$ cat config.mk
export PLATFORM = sky130hd
export DESIGN_NAME = codemem_loader_flat
export DESIGN_NICKNAME = d
export VERILOG_FILES = /design/src/rtl/codemem_loader_if.sv /design/src/rtl/codemem_loader.sv /design/src/flat_wrapper.sv
export SDC_FILE = /design/constraint.sdc
export NUM_CORES = 1
export LEC_CHECK = 0
export CAP_MARGIN = 20
export CORE_UTILIZATION = 44
export CTS_CLUSTER_SIZE = 28
export DETAILED_ROUTE_END_ITERATION = 10
export PLACE_DENSITY = 0.81
export SLEW_MARGIN = 0
export SYNTH_ARGS = -nofsm -noshare
export SYNTH_HDL_FRONTEND = slang
export SYNTH_SLANG_ARGS = --single-unit
$ cat constraint.sdc
create_clock -name clk -period 5.35 [get_ports clk]
set_input_delay 0.535 -clock clk [delete_from_list [all_inputs] [get_ports clk]]
set_output_delay 0.535 -clock clk [all_outputs]
set_load 0.05 [all_outputs]
$ cat src/rtl/codemem_loader_if.sv
// Handshake/bus bundle between a register-slice host and codemem_loader.
// master drives slices and control; slave is the loader.
interface codemem_loader_if #(
  parameter int CODE_ADDR_WIDTH = 10,
  parameter int WORD_WIDTH      = 32,
  parameter int NUM_WORDS       = 2
);
  localparam int CDW = WORD_WIDTH * NUM_WORDS;

  logic [CDW-1:0]             word_value;
  logic [NUM_WORDS-1:0]       word_strobe;
  logic [CODE_ADDR_WIDTH-1:0] addr_value;
  logic                       addr_strobe;
  logic                       control_start;
  logic                       err_clear;
  logic [CODE_ADDR_WIDTH-1:0] code_mem_wr_addr;
  logic [CDW-1:0]             code_mem_wr_data;
  logic                       code_mem_wr_en;
  logic [CODE_ADDR_WIDTH:0]   inst_count;
  logic                       full;
  logic                       err_dup;
  logic                       err_overflow;

  modport master (
    output word_value, word_strobe, addr_value, addr_strobe,
    output control_start, err_clear,
    input  code_mem_wr_addr, code_mem_wr_data, code_mem_wr_en,
    input  inst_count, full, err_dup, err_overflow
  );

  modport slave (
    input  word_value, word_strobe, addr_value, addr_strobe,
    input  control_start, err_clear,
    output code_mem_wr_addr, code_mem_wr_data, code_mem_wr_en,
    output inst_count, full, err_dup, err_overflow
  );
endinterface

$ cat src/rtl/codemem_loader.sv
// Assembles multi-slice instructions from strobed register writes
// and emits one registered code-memory write per instruction.
module codemem_loader #(
  parameter int CODE_ADDR_WIDTH = 10,
  parameter int WORD_WIDTH      = 32,
  parameter int NUM_WORDS       = 2
) (
  input  logic             clk,
  input  logic             rst,
  codemem_loader_if.slave  bus
);
  localparam int CAW = CODE_ADDR_WIDTH;
  localparam int WW  = WORD_WIDTH;
  localparam int CDW = WORD_WIDTH * NUM_WORDS;

  typedef enum logic [1:0] {
    LOADING = 2'd0,
    FULL    = 2'd1,
    HALT    = 2'd2
  } state_t;

  state_t               r_state;
  state_t               w_state_nxt;
  logic [NUM_WORDS-1:0] r_mask;
  logic [NUM_WORDS-1:0] w_mask_nxt;
  logic [CDW-1:0]       r_hold;
  logic [CDW-1:0]       w_asm;
  logic [CAW-1:0]       r_ptr;
  logic [CAW-1:0]       w_ptr_nxt;
  logic [CAW:0]         r_cnt;
  logic [CAW:0]         w_cnt_nxt;
  logic                 r_wr_en;
  logic                 w_wr_en_nxt;
  logic [CAW-1:0]       r_wr_addr;
  logic [CAW-1:0]       w_wr_addr_nxt;
  logic [CDW-1:0]       r_wr_data;
  logic [CDW-1:0]       w_wr_data_nxt;
  logic                 r_dup;
  logic                 w_dup_nxt;
  logic                 r_ovf;
  logic                 w_ovf_nxt;
  logic                 w_full;
  logic                 w_done;
  logic                 w_dup_set;
  logic                 w_ovf_set;

  assign w_full = (r_state == FULL);

  // Merge held slices with slices strobed this cycle.
  always_comb begin
    w_asm = r_hold;
    for (int i = 0; i < NUM_WORDS; i++) begin
      if (bus.word_strobe[i]) begin
        w_asm[i*WW +: WW] = bus.word_value[i*WW +: WW];
      end
    end
  end

  // Completion detect, next-state and next-register values.
  always_comb begin
    w_state_nxt   = r_state;
    w_mask_nxt    = r_mask;
    w_ptr_nxt     = r_ptr;
    w_cnt_nxt     = r_cnt;
    w_wr_en_nxt   = 1'b0;
    w_wr_addr_nxt = r_wr_addr;
    w_wr_data_nxt = r_wr_data;
    w_dup_nxt     = r_dup;
    w_ovf_nxt     = r_ovf;
    w_done        = 1'b0;
    w_dup_set     = 1'b0;
    w_ovf_set     = 1'b0;
    if (bus.control_start) begin
      w_state_nxt = HALT;
      w_mask_nxt  = '0;
      w_ptr_nxt   = '0;
      w_cnt_nxt   = '0;
      w_dup_nxt   = 1'b0;
      w_ovf_nxt   = 1'b0;
    end else begin
      w_done     = &(r_mask | bus.word_strobe);
      w_mask_nxt = w_done ? '0 : (r_mask | bus.word_strobe);
      w_dup_set  = (|(r_mask & bus.word_strobe)) && !w_done;
      w_ovf_set  = w_done && w_full;
      if (w_done && !w_full) begin
        w_wr_en_nxt   = 1'b1;
        w_wr_addr_nxt = r_ptr;
        w_wr_data_nxt = w_asm;
        w_ptr_nxt     = r_ptr + 1'b1;
        w_cnt_nxt     = r_cnt + 1'b1;
      end
      // An explicit pointer load overrides the post-write increment.
      if (bus.addr_strobe) begin
        w_ptr_nxt = bus.addr_value;
      end
      w_dup_nxt = w_dup_set | (r_dup & ~bus.err_clear);
      w_ovf_nxt = w_ovf_set | (r_ovf & ~bus.err_clear);
      if (bus.addr_strobe) begin
        w_state_nxt = LOADING;
      end else if (w_done && !w_full && (r_ptr == '1)) begin
        w_state_nxt = FULL;
      end else if (r_state == HALT) begin
        w_state_nxt = LOADING;
      end
    end
  end

  // State, pointer, counters and sticky flags.
  always_ff @(posedge clk or posedge rst) begin
    if (rst) begin
      r_state   <= LOADING;
      r_mask    <= '0;
      r_hold    <= '0;
      r_ptr     <= '0;
      r_cnt     <= '0;
      r_wr_en   <= 1'b0;
      r_wr_addr <= '0;
      r_wr_data <= '0;
      r_dup     <= 1'b0;
      r_ovf     <= 1'b0;
    end else begin
      r_state   <= w_state_nxt;
      r_mask    <= w_mask_nxt;
      r_hold    <= w_asm;
      r_ptr     <= w_ptr_nxt;
      r_cnt     <= w_cnt_nxt;
      r_wr_en   <= w_wr_en_nxt;
      r_wr_addr <= w_wr_addr_nxt;
      r_wr_data <= w_wr_data_nxt;
      r_dup     <= w_dup_nxt;
      r_ovf     <= w_ovf_nxt;
    end
  end

  assign bus.code_mem_wr_en   = r_wr_en;
  assign bus.code_mem_wr_addr = r_wr_addr;
  assign bus.code_mem_wr_data = r_wr_data;
  assign bus.inst_count       = r_cnt;
  assign bus.full             = w_full;
  assign bus.err_dup          = r_dup;
  assign bus.err_overflow     = r_ovf;
endmodule
$ cat src/flat_wrapper.sv
// flat-port wrapper written by rule: the top's interface ports become plain ports
module codemem_loader_flat 
#(
  parameter int CODE_ADDR_WIDTH = 10,
  parameter int WORD_WIDTH      = 32,
  parameter int NUM_WORDS       = 2
)
  (clk, rst, bus_word_value, bus_word_strobe, bus_addr_value, bus_addr_strobe, bus_control_start, bus_err_clear, bus_code_mem_wr_addr, bus_code_mem_wr_data, bus_code_mem_wr_en, bus_inst_count, bus_full, bus_err_dup, bus_err_overflow);
  codemem_loader_if #(.CODE_ADDR_WIDTH(CODE_ADDR_WIDTH), .WORD_WIDTH(WORD_WIDTH), .NUM_WORDS(NUM_WORDS)) bus_i ();
  input  logic clk;
  input  logic rst;
  input wire logic [$bits(bus_i.word_value)-1:0] bus_word_value;
  input wire logic [$bits(bus_i.word_strobe)-1:0] bus_word_strobe;
  input wire logic [$bits(bus_i.addr_value)-1:0] bus_addr_value;
  input wire logic [$bits(bus_i.addr_strobe)-1:0] bus_addr_strobe;
  input wire logic [$bits(bus_i.control_start)-1:0] bus_control_start;
  input wire logic [$bits(bus_i.err_clear)-1:0] bus_err_clear;
  output wire logic [$bits(bus_i.code_mem_wr_addr)-1:0] bus_code_mem_wr_addr;
  output wire logic [$bits(bus_i.code_mem_wr_data)-1:0] bus_code_mem_wr_data;
  output wire logic [$bits(bus_i.code_mem_wr_en)-1:0] bus_code_mem_wr_en;
  output wire logic [$bits(bus_i.inst_count)-1:0] bus_inst_count;
  output wire logic [$bits(bus_i.full)-1:0] bus_full;
  output wire logic [$bits(bus_i.err_dup)-1:0] bus_err_dup;
  output wire logic [$bits(bus_i.err_overflow)-1:0] bus_err_overflow;
  assign bus_i.word_value = bus_word_value;
  assign bus_i.word_strobe = bus_word_strobe;
  assign bus_i.addr_value = bus_addr_value;
  assign bus_i.addr_strobe = bus_addr_strobe;
  assign bus_i.control_start = bus_control_start;
  assign bus_i.err_clear = bus_err_clear;
  assign bus_code_mem_wr_addr = bus_i.code_mem_wr_addr;
  assign bus_code_mem_wr_data = bus_i.code_mem_wr_data;
  assign bus_code_mem_wr_en = bus_i.code_mem_wr_en;
  assign bus_inst_count = bus_i.inst_count;
  assign bus_full = bus_i.full;
  assign bus_err_dup = bus_i.err_dup;
  assign bus_err_overflow = bus_i.err_overflow;
  codemem_loader #(.CODE_ADDR_WIDTH(CODE_ADDR_WIDTH), .WORD_WIDTH(WORD_WIDTH), .NUM_WORDS(NUM_WORDS)) u_core (.clk(clk), .rst(rst), .bus(bus_i));
endmodule
==> results of run 1 <==
-- placed cells by master, fill, tap and decap left out, drive strengths merged, types with 2 or more instances in the layout --
cell type	instances
nor4	2
nor2	23
buf	8
clkbuf	18
a211oi	5
or3	3
nand2	9
and3	5
and2	3
o21ai	4
a311oi	4
nand4	10
and4	2
xor2	11
dfrtp	166
inv	13
o31ai	2
a21oi	6
clkinv	4
a31oi	2
nand3	6
mux2	139
bufinv	4
ha	2
clkdlybuf4s50	167
or4	2
-- worst register-to-register path: cells and delay by family (launching register included) --
kind                   cells  cell delay [ns]
and+or+nand+nor            3             0.95
DFF                        1             0.37
buffers and inverters      2             1.17
muxes                      1             0.35
-- sequential cells by signal (all words and copies together) (netlist names) --
name / count
u_core.bus.inst_count: 11
u_core.bus.err_dup: 1
u_core.r_ptr: 10
u_core.bus.code_mem_wr_addr: 10
u_core.r_state: 2
u_core.bus.code_mem_wr_en: 1
u_core.bus.code_mem_wr_data: 64
u_core.bus.err_overflow: 1
u_core.r_mask: 2
u_core.r_hold: 64
-- through the flow --
step	power, mW	setup WS (ns)
2_1_floorplan	2.39	0.325
3_3_place_gp	2.80	1.82
3_5_place_dp	2.83	1.69
4_1_cts	4.17	2.13
5_1_grt	4.30	2.01
6_report	4.14	2.17
-- cells by family after synthesis --
logic type / Yosys count / share of synthesized area
and+or+nand+nor: 69 / 0.0547
AOI/OAI and AO/OA: 28 / 0.0298
muxes: 139 / 0.257
DFF: 166 / 0.611
adders and majority gates: 2 / 0.00368
xor gates and xnor gates: 11 / 0.0142
buffers and inverters: 31 / 0.0287
-- final cells by class --
cell class	count	area share
inverter	8	0.00393
timing repair buffer	175	0.187
clock inverter	14	0.0225
clock buffer	18	0.0475
multi-input combinational	249	0.264
tap	188	0.0254
sequential	166	0.449
-- power groups by stage --
stage                     Sequential [mW]  Clock, mW  Combinational [mW]
after floorplan                      2.07          0               0.320
after global placement               1.58          0                1.22
after detailed placement             1.59          0                1.24
after CTS                            1.57       1.36                1.24
after global routing                 1.59       1.42                1.28
final                                1.57       1.33                1.23
-- worst min path at each step --
stage                       from           endpoint  slack [ns]  depth (start not counted)
5_1_grt        u_core.r_hold[13]  u_core.r_hold[13]        0.51                          1
6_report        u_core.r_hold[8]   u_core.r_hold[8]        0.49                          1
3_5_place_dp   u_core.r_hold[14]  u_core.r_hold[14]        0.48                          1
2_1_floorplan  u_core.r_hold[10]  u_core.r_hold[10]        0.47                          1
3_3_place_gp    u_core.r_hold[8]   u_core.r_hold[8]        0.48                          1
4_1_cts        u_core.r_hold[14]  u_core.r_hold[14]        0.50                          1
-- routing by layer --
| metal | track usage | vias to the layer above |
|---|---|---|
| li1 | - | 1927 |
| met1 | 0.251 | 2191 |
| met2 | 0.312 | 121 |
| met3 | 0.0641 | 9 |
| met4 | 0.0602 | 0 |
| met5 | 0 | - |
==> impl_metrics.tcl, run 1 <==
set metrics [dict create \
    cts_setup_buffers 0 \
    setup_tns_ns 0 \
    yosysMostFrequentCell "dfrtp_1" \
    post-synth-top-area-cell "dfrtp_1" \
    dieArea_mm2 0.0159 \
    path_cells "buf_2, o22a_4, nand2_4, or2_4, clkinv_2, buf_4, mux2_2" \
    comb_power_share 0.298 \
    start_util 0.449 \
    synthFlopType "dfrtp_1" \
    wl_met1_mm 6.46 \
    cts_buffer_depth 2 \
    cp_max_fo 36 \
    register_area_mm2 0.00415 \
    drt-total-wl_mm 14.6 \
    crit_required_ns 5.65 \
    die_h_um 126 \
    hold_ws_ns 0.494 \
    cts_inserted_buffers 17 \
    synth_edf_count 0 \
    p_leak_nw 3.98 \
    cellPowerDensity_mw_per_mm2 447 \
    utilization 0.610 \
    reg2reg_depth 6 \
    worstPathArrival_ns 3.48 \
    io_pins 170 \
    globalplace.congestion 0.775 \
    seq_power_share 0.379 \
    nFillCells 1116 \
    clock_sinks 166 \
    ys_top_cells_by_count "dfrtp_1 (166), mux2_2 (90), mux2_4 (49), nor2_1 (23)" \
    switchingPower_mw 1.37 \
    crit_start "bus_word_strobe[1]" \
    antenna_found_initial 0 \
    initialDrtViolationCount 273 \
    synthToLayoutAreaGrowth_pct 36.1 \
    dr_wl_met2_mm 7.23 \
    drc 0 \
    clock_skew_ns 0.00903 \
    grt_pass1_vias 4586 \
    nNetsFinal 700 \
    grt_max_degree 62 \
    grt_pass1_wl_mm 23.8 \
    num_vias 4248 \
    setup_viol 0 \
    detailed_place_hpwl_mm 9.63 \
    critical_path.top_delay_family "buffers and inverters" \
    wl_per_cell_um 17.8 \
    rows 45 \
    tightestPinTransition_ns 0.918 \
    worstSetupEndpoint "u_core.bus.code_mem_wr_data[17]" \
    ys_warn_count 0 \
    multi_input_area_mm2 0.00244 \
    reg2reg_setup_slack_ns 2.40 \
    synth_top_area_frac 0.611 \
    clkLatencyLatePin_ns 0.42 \
    rr_startpoint "u_core.r_state[1]" \
    layoutNonFillerInstCount 818 \
    grt.total_usage 0.195 \
    regToRegEndpoint "u_core.bus.code_mem_wr_data[22]" \
    portBuffers 169 \
    cts-resized-gates 0 \
    rsz0062_at_grt "false" \
    status "finished, final reports clean" \
    first_pass_iters 4 \
    clock-root-buffer "clkbuf_16" \
    period_share 0.594 \
    ys_seq_elements 166 \
    top_layer "met4" \
    async_reset_ff_frac 1.00 \
    grt_overflow_total 0 \
    crit_path_end_kind "flop" \
    post_dp_cell_area_mm2 0.00860 \
    cts_tree "done" \
    htreeDepth 4 \
    cp.depth 7 \
    drv_cap 0 \
    via_per_inst 5.19 \
    syn_area_per_cell_um2 15.2 \
    synth_cell_type_count 41 \
    ir_worst_vdd_mv 0.288 \
    drive_gt1_frac 0.294 \
    timing.hold.worst.class "flop to flop" \
    ant_nets 0 \
    fmax_ghz 0.314 \
    crit_slowest_cell "buf_2" \
    diodes 0 \
    synth_area_mm2 0.00679 \
    synthTopCellsByArea "dfrtp_1 (61%), mux2_2 (15%), mux2_4 (11%)" \
    start_kind "input port" \
    synthCells 446 \
    die_w_um 126 \
    period_minus_slack_ns 3.18 \
    seq_area_frac_synth 0.611 \
    crit_path_max_incr_delay_ns 0.67 \
    core_mm2 0.0151 \
    syn_nets 529 \
    intPower_mw 2.77 \
    holdBufCountCts 0 \
    crit_type "input port to flop" \
    final_area_mm2 0.00924 \
    worst-path-buf-inv 3 \
    slew_viol_final 0 \
    pwr-share-clk 0.322 \
    switching_share 0.330 \
    hold_viol_final 0 \
    routed-wl-met3_um 764 \
    dp_cells 786 \
    relSlewSlack 0.388 \
    clkTransAtPathRegs_ns 0.06 \
]
(Power assumes the default switching activity.)
==> run 2, diff against run 1 <==
--- a/config.mk
+++ b/config.mk
@@ -6,10 +6,10 @@
 export NUM_CORES = 1
 export LEC_CHECK = 0
 export CAP_MARGIN = 20
-export CORE_UTILIZATION = 44
+export CORE_UTILIZATION = 49
 export CTS_CLUSTER_SIZE = 28
 export DETAILED_ROUTE_END_ITERATION = 10
-export PLACE_DENSITY = 0.81
+export PLACE_DENSITY = 0.85
 export SLEW_MARGIN = 0
 export SYNTH_ARGS = -nofsm -noshare
 export SYNTH_HDL_FRONTEND = slang
==> constraint.sdc (replaced) <==
create_clock -name clk -period 3 [get_ports clk]
set_input_delay 0.3 -clock clk [delete_from_list [all_inputs] [get_ports clk]]
set_output_delay 0.3 -clock clk [all_outputs]
set_load 0.05 [all_outputs]
==> impl_metrics.tcl, run 2 (synthesis gave the netlist of run 1 again) <==
set metrics [dict create \
    clock_sinks 166 \
    antenna_found_initial 0 \
    rr_startpoint "u_core.r_mask[0]" \
    crit_start "u_core.r_state[1]" \
    start_util 0.507 \
    clkLatencyLatePin_ns 0.41 \
    clock-root-buffer "clkbuf_16" \
    period_minus_slack_ns 2.41 \
    slew_viol_final 0 \
    diodes 0 \
    globalplace.congestion 0.790 \
    worstPathArrival_ns 2.11 \
    grt.total_usage 0.212 \
    grt_pass1_vias 4597 \
    wl_per_cell_um 17.6 \
    nNetsFinal 704 \
    rsz0062_at_grt "false" \
    setup_tns_ns 0 \
    synthToLayoutAreaGrowth_pct 36.4 \
    dpl_worst_slack_ns 0.525 \
    reg2reg_setup_slack_ns 0.91 \
    regToRegEndpoint "u_core.bus.code_mem_wr_data[58]" \
    htreeDepth 4 \
    start_kind "flop" \
    drc 0 \
    cp_max_fo 16 \
    clkTransAtPathRegs_ns 0.06 \
    cts_setup_buffers 0 \
    cts-resized-gates 0 \
    core_mm2 0.0134 \
    crit_required_ns 2.70 \
    io_pins 170 \
    relSlewSlack 0.550 \
    drive_gt1_frac 0.294 \
    crit_path_end_kind "primary output" \
    power.total_mw 7.18 \
    fmax_ghz 0.416 \
    grt_overflow_total 0 \
    tightestPinTransition_ns 0.674 \
    layout_commonest_cell "clkdlybuf4s50_1" \
    holdBufCountCts 0 \
    reg2reg_depth 6 \
    layout_setup_ws_ns 0.594 \
    first_pass_iters 4 \
    worstSetupEndpoint "bus_full" \
    grt_max_degree 72 \
    crit_type "flop to primary output" \
    detailed_place_hpwl_mm 9.82 \
    ant_nets 0 \
    cts_inserted_buffers 17 \
    cts_tree "done" \
    cts_buffer_depth 2 \
    period_share 0.802 \
    die_w_um 120 \
    timing.hold.worst.class "input port to asynchronous set/reset pin" \
    initialDrtViolationCount 263 \
    hold_viol_final 0 \
    via_per_inst 5.23 \
    num_vias 4234 \
    p_leak_nw 3.99 \
    status "finished, final reports clean" \
    layoutNonFillerInstCount 809 \
    rows 42 \
    hold_ws_ns 0.338 \
    mostFrequentLayoutCells "clkdlybuf4s50_1 (168), dfrtp_1 (166), mux2_2 (90)" \
    portBuffers 169 \
    cellPowerDensity_mw_per_mm2 775 \
    die_h_um 120 \
    drt-total-wl_mm 14.2 \
    grt_pass1_wl_mm 23.5 \
    setup_viol 0 \
    drv_cap 0 \
    clock_skew_ns 0.00612 \
    dieArea_mm2 0.0143 \
    dp_cells 778 \
    ir_worst_vdd_mv 0.435 \
]
## run 2: area by class of cell
| type | instances | area (um^2) |
|---|---|---|
| inverter | 8 | 35.0 |
| tap | 176 | 220 |
| clock buffer | 24 | 512 |
| clock inverter | 7 | 92.6 |
| multi-input combinational | 249 | 2440 |
| fill | 904 | 4130 |
| timing repair buffer | 179 | 1810 |
| sequential | 166 | 4150 |
## run 2: per-layer routing
metal  vias to the layer above  wire length, um  track usage
met5                         -                0            0
met4                         0              307       0.0852
met3                        24              914       0.0585
met2                       151             6940        0.338
met1                      2126             6090        0.276
li1                       1933                -            -
## run 2: per-stage QoR
step	cell area (um^2)	util
6_report	9270	0.692
5_1_grt	9270	0.692
4_1_cts	9270	0.692
3_5_place_dp	8670	0.647
3_3_place_gp	8670	0.647
2_1_floorplan	6800	-
## run 2: worst min-delay path by stage
stage               depth (start not counted)                              end                from  slack, ns
finish                                      2  u_core.bus.code_mem_wr_data[35]                 rst       0.34
global route                                5         u_core.bus.inst_count[1]  bus_word_strobe[1]       0.39
CTS                                         2                u_core.r_hold[60]                 rst       0.34
detailed placement                          1                 u_core.r_hold[7]    u_core.r_hold[7]       0.48
global placement                            1                 u_core.r_hold[9]    u_core.r_hold[9]       0.48
floorplan                                   1                u_core.r_state[0]     bus_addr_strobe       0.37
## run 2: worst max-delay path: stages (launching register included)
cell and delay, ns:
dfrtp_1 0.38, nand2b_1 0.20, buf_4 0.23, inv_1 0.09
clkdlybuf4s50_1 0.80
## run 2: power by group
part | switching [mW] | internal (mW)
logic | 1.29 | 0.915
clock network | 0.830 | 1.35
registers | 0.198 | 2.59
total | 2.32 | 4.86
==> RTL edit 1, RTL diff (flow settings as in run 2) <==
`CODE_ADDR_WIDTH` is set to 10 in 3 places; all go to 8.
--- a/src/rtl/codemem_loader_if.sv
+++ b/src/rtl/codemem_loader_if.sv
@@ -3,3 +3,3 @@
 interface codemem_loader_if #(
-  parameter int CODE_ADDR_WIDTH = 10,
+  parameter int CODE_ADDR_WIDTH = 8,
   parameter int WORD_WIDTH      = 32,
--- a/src/rtl/codemem_loader.sv
+++ b/src/rtl/codemem_loader.sv
@@ -3,3 +3,3 @@
 module codemem_loader #(
-  parameter int CODE_ADDR_WIDTH = 10,
+  parameter int CODE_ADDR_WIDTH = 8,
   parameter int WORD_WIDTH      = 32,
--- a/src/flat_wrapper.sv
+++ b/src/flat_wrapper.sv
@@ -3,3 +3,3 @@
 #(
-  parameter int CODE_ADDR_WIDTH = 10,
+  parameter int CODE_ADDR_WIDTH = 8,
   parameter int WORD_WIDTH      = 32,
Interface: changed (resized bus_addr_value, bus_code_mem_wr_addr and bus_inst_count); port bits go from 170 to 164. No check against the original RTL was run, so the function may have changed too.
==> RTL edit 1 against run 2 <==
Synthesized area decreased by 2.4%. Highest routed layer unchanged. Total power fell by 1.8%. Worst setup slack better by 0.14 ns. Critical path type unchanged. Sequential cell count down 6. Routed wire length decreased by 6.5%. Design area is 2.9% lower. Count of clock-buffer cells in the layout decreased by 5. Worst hold slack got worse by 0.0023 ns.
==> RTL edit 1: results (changes against run 2) <==
pin count of the biggest net entering global routing 161 (+120%); Reg-to-Reg Start u_core.r_state[0]; total wire length 13300 µm (-6.5%); Total GRT Usage 20.5% (-0.72 points); proportion of layout cells with a drive suffix above 1 31.4% (+2.0 points); IO buf count 163 (-3.6%); placed cell count 743 (-4.5%); number of non-clock buffers 172 (-3.9%); R2R Setup Slk 1.14 ns (+0.23 ns); pre-CTS setup slack 0.853 ns (+0.329 ns); #MultiIn Comb 224 (-10%); count of unique library cells instantiated by Yosys 39 (-4.9%); hold_ws 0.335 ns (-0.00228 ns); multi-input logic area 2410 µm² (-1.4%); RR Endpoint u_core.bus.code_mem_wr_data[51]; Synth top cells by count dfrtp_1 (160), mux2_4 (69), mux2_2 (67); slowest cell delay on critical path 0.82 ns (+0.02 ns); syn avg cell area 15.8 µm² (+3.9%); sequential area share after synthesis 60.4% (-0.75 points); Seq cells 160 (-3.6%); status completed; Final non-clock buffer share 19.1% (-0.45 points); vias in the first global route 4272 (-7.1%); First DRT Iteration DRCs 131 (-50%); R2R depth 5 (-1)
-- RTL edit 1: cell types whose count changed in the layout (fill, tap and decap cells not counted), moves of 7 or more --
cell	before	now
mux2_2	90	67
mux2_4	49	69
nor2_1	23	14
nand4_1	9	1
xnor2_1	0	7
xor2_1	11	4
-- RTL edit 1: power groups by stage --
stage	sequential, mW	clock, mW	combinational, mW
floorplan	3.56	0	0.598
detailed placement	2.72	0	2.18
global placement	2.70	0	2.15
finish	2.70	2.18	2.18
global route	2.74	2.31	2.26
CTS	2.70	2.23	2.19
-- RTL edit 1: layer usage --
layer	up-vias	part of all wire, %
met5	-	0
met4	0	2.0
met3	20	8.5
met2	133	48
met1	2005	41
li1	1799	-
-- RTL edit 1: logic make-up after synthesis --
group | Yosys count | synth area share, %
AO/OA/AOI/OAI | 24 | 2.76
buffers and inverters | 35 | 3.34
multiplexers | 138 | 27.3
XOR/XNOR | 11 | 1.45
flip-flops | 160 | 60.4
adder cells (fa/ha/maj) | 2 | 0.377
AND/OR/NAND/NOR | 49 | 4.36
==> RTL edit 2, RTL diff (config.mk and constraints of run 2) <==
Made on the original files. Take the reset off `r_hold`, `r_wr_addr` and `r_wr_data` and load them in a clocked block of their own.
--- a/src/rtl/codemem_loader.sv
+++ b/src/rtl/codemem_loader.sv
@@ -112,3 +112,2 @@
       r_mask    <= '0;
-      r_hold    <= '0;
       r_ptr     <= '0;
@@ -116,4 +115,2 @@
       r_wr_en   <= 1'b0;
-      r_wr_addr <= '0;
-      r_wr_data <= '0;
       r_dup     <= 1'b0;
@@ -123,3 +120,2 @@
       r_mask    <= w_mask_nxt;
-      r_hold    <= w_asm;
       r_ptr     <= w_ptr_nxt;
@@ -127,4 +123,2 @@
       r_wr_en   <= w_wr_en_nxt;
-      r_wr_addr <= w_wr_addr_nxt;
-      r_wr_data <= w_wr_data_nxt;
       r_dup     <= w_dup_nxt;
@@ -132,2 +126,8 @@
     end
+  end
+
+  always_ff @(posedge clk) begin
+    r_hold    <= w_asm;
+    r_wr_addr <= w_wr_addr_nxt;
+    r_wr_data <= w_wr_data_nxt;
   end
Function: changed (Yosys sat finds a counterexample within 4 cycles, from zero or initial values and one cycle with rst high).
==> RTL edit 2 against run 2 <==
Worst setup slack worse by 0.13 ns. Design area is 12% lower. Routed wire length is 16% lower. Critical path depth is 1 lower. Sequential cell count stayed put. Worst hold slack worse by 0.072 ns. Synthesized area is 16% lower.
Power is not compared: it rests on default switching activity, and its combinational part moved more than twofold at a synthesized area within 25%.
==> RTL edit 2: results (changes against run 2) <==
first-pass GRT wire length 17900 µm (-24%); pre-CTS setup slack 0.849 ns (+0.324 ns); total wire length 11900 µm (-16%); placed cell count 662 (-15%); wire length on met1 4790 µm (-21%); RR Endpoint u_core.bus.code_mem_wr_data[22]; slowest cell delay on critical path 0.89 ns (+0.09 ns); status completed; Syn Nets 440 (-17%); met1 Usage GRT 23.2% (-4.4 points); Crit path arrival time 2.24 ns (+0.13 ns); nets@finish 621 (-12%); DR WL/cell 17.2 µm (-2.3%); fill count 763 (-16%); adder-cell share of the synthesized area 0.438% (+0.069 points); R2R Setup Slk 1.08 ns (+0.17 ns); Synth Area in XOR/XNOR 1.99% (+0.57 points); Synth Area in Compound Gates 3.43% (+0.45 points); Reg-to-Reg Start u_core.r_mask[1]; met3 routed WL 797 µm (-13%); vias in the first global route 3689 (-20%); post-synthesis mux area share 12.8% (-13 points); area of placed instances 7570 µm² (-13%); pin count of the biggest net entering global routing 47 (-35%); GRT met2 Usage 34.9% (+1.1 points); Async SR Flop Fraction 16.9% (-83 points); worst slew pin tran 0.629 ns (-0.0452 ns); placer congestion estimate 0.750 (-5.1%); fin crit share 84.6% (+4.4 points); sequential area share after synthesis 73.5% (+12 points); clock skew 0.00659 ns (+0.000468 ns)
## RTL edit 2: changes by cell type in the layout (fill, tap and decap cells not counted), moves of 4 or more
cell / run 2 / this run
dfrtp_1: 166 / 28
edfxtp_1: 0 / 74
dfxtp_1: 0 / 64
mux2_4: 49 / 0
mux2_2: 90 / 65
xnor2_1: 0 / 9
xor2_1: 11 / 4
and3_1: 5 / 0
clkbuf_8: 6 / 1
a211oi_1: 5 / 9
buf_12: 4 / 0
inv_6: 0 / 4
nand4_1: 9 / 5
nor4_1: 2 / 6
## RTL edit 2: how the worst min path moves through the flow
stage	cells after the start	slack, ns	to
2_1_floorplan	1	0.37	u_core.bus.code_mem_wr_en
3_3_place_gp	1	0.45	u_core.r_hold[41]
3_5_place_dp	1	0.46	u_core.r_hold[56]
4_1_cts	3	0.27	u_core.bus.inst_count[9]
5_1_grt	3	0.30	u_core.bus.inst_count[5]
6_report	3	0.27	u_core.bus.inst_count[5]
## RTL edit 2: cell type report
cell class	instances	share of cell area, %
clock buffers	19	5.43
clock inverters	13	1.78
inverters	8	0.368
multi-input cells	170	17.6
flip-flops and latches	166	51.5
well taps	143	2.19
repair buffers	175	21.2
## RTL edit 2: cells by family after synthesis
family,count (synthesis)
flops,166
mux,65
simple gates,65
compound gates,25
buf+inv,21
xor+xnor,13
fa+ha+maj,2
## RTL edit 2: report_power, final
part           switching [mW]  leakage, nW  internal (mW)
sequential             0.0545         1.60           2.54
combinational           0.328         1.14          0.268
clock                   0.869        0.276           1.26
total                    1.25         3.02           4.07
## RTL edit 2: worst min-delay path, stage by stage
cell and delay (ns):
clkdlybuf4s50_1 0.39, inv_1 0.05, buf_4 0.34
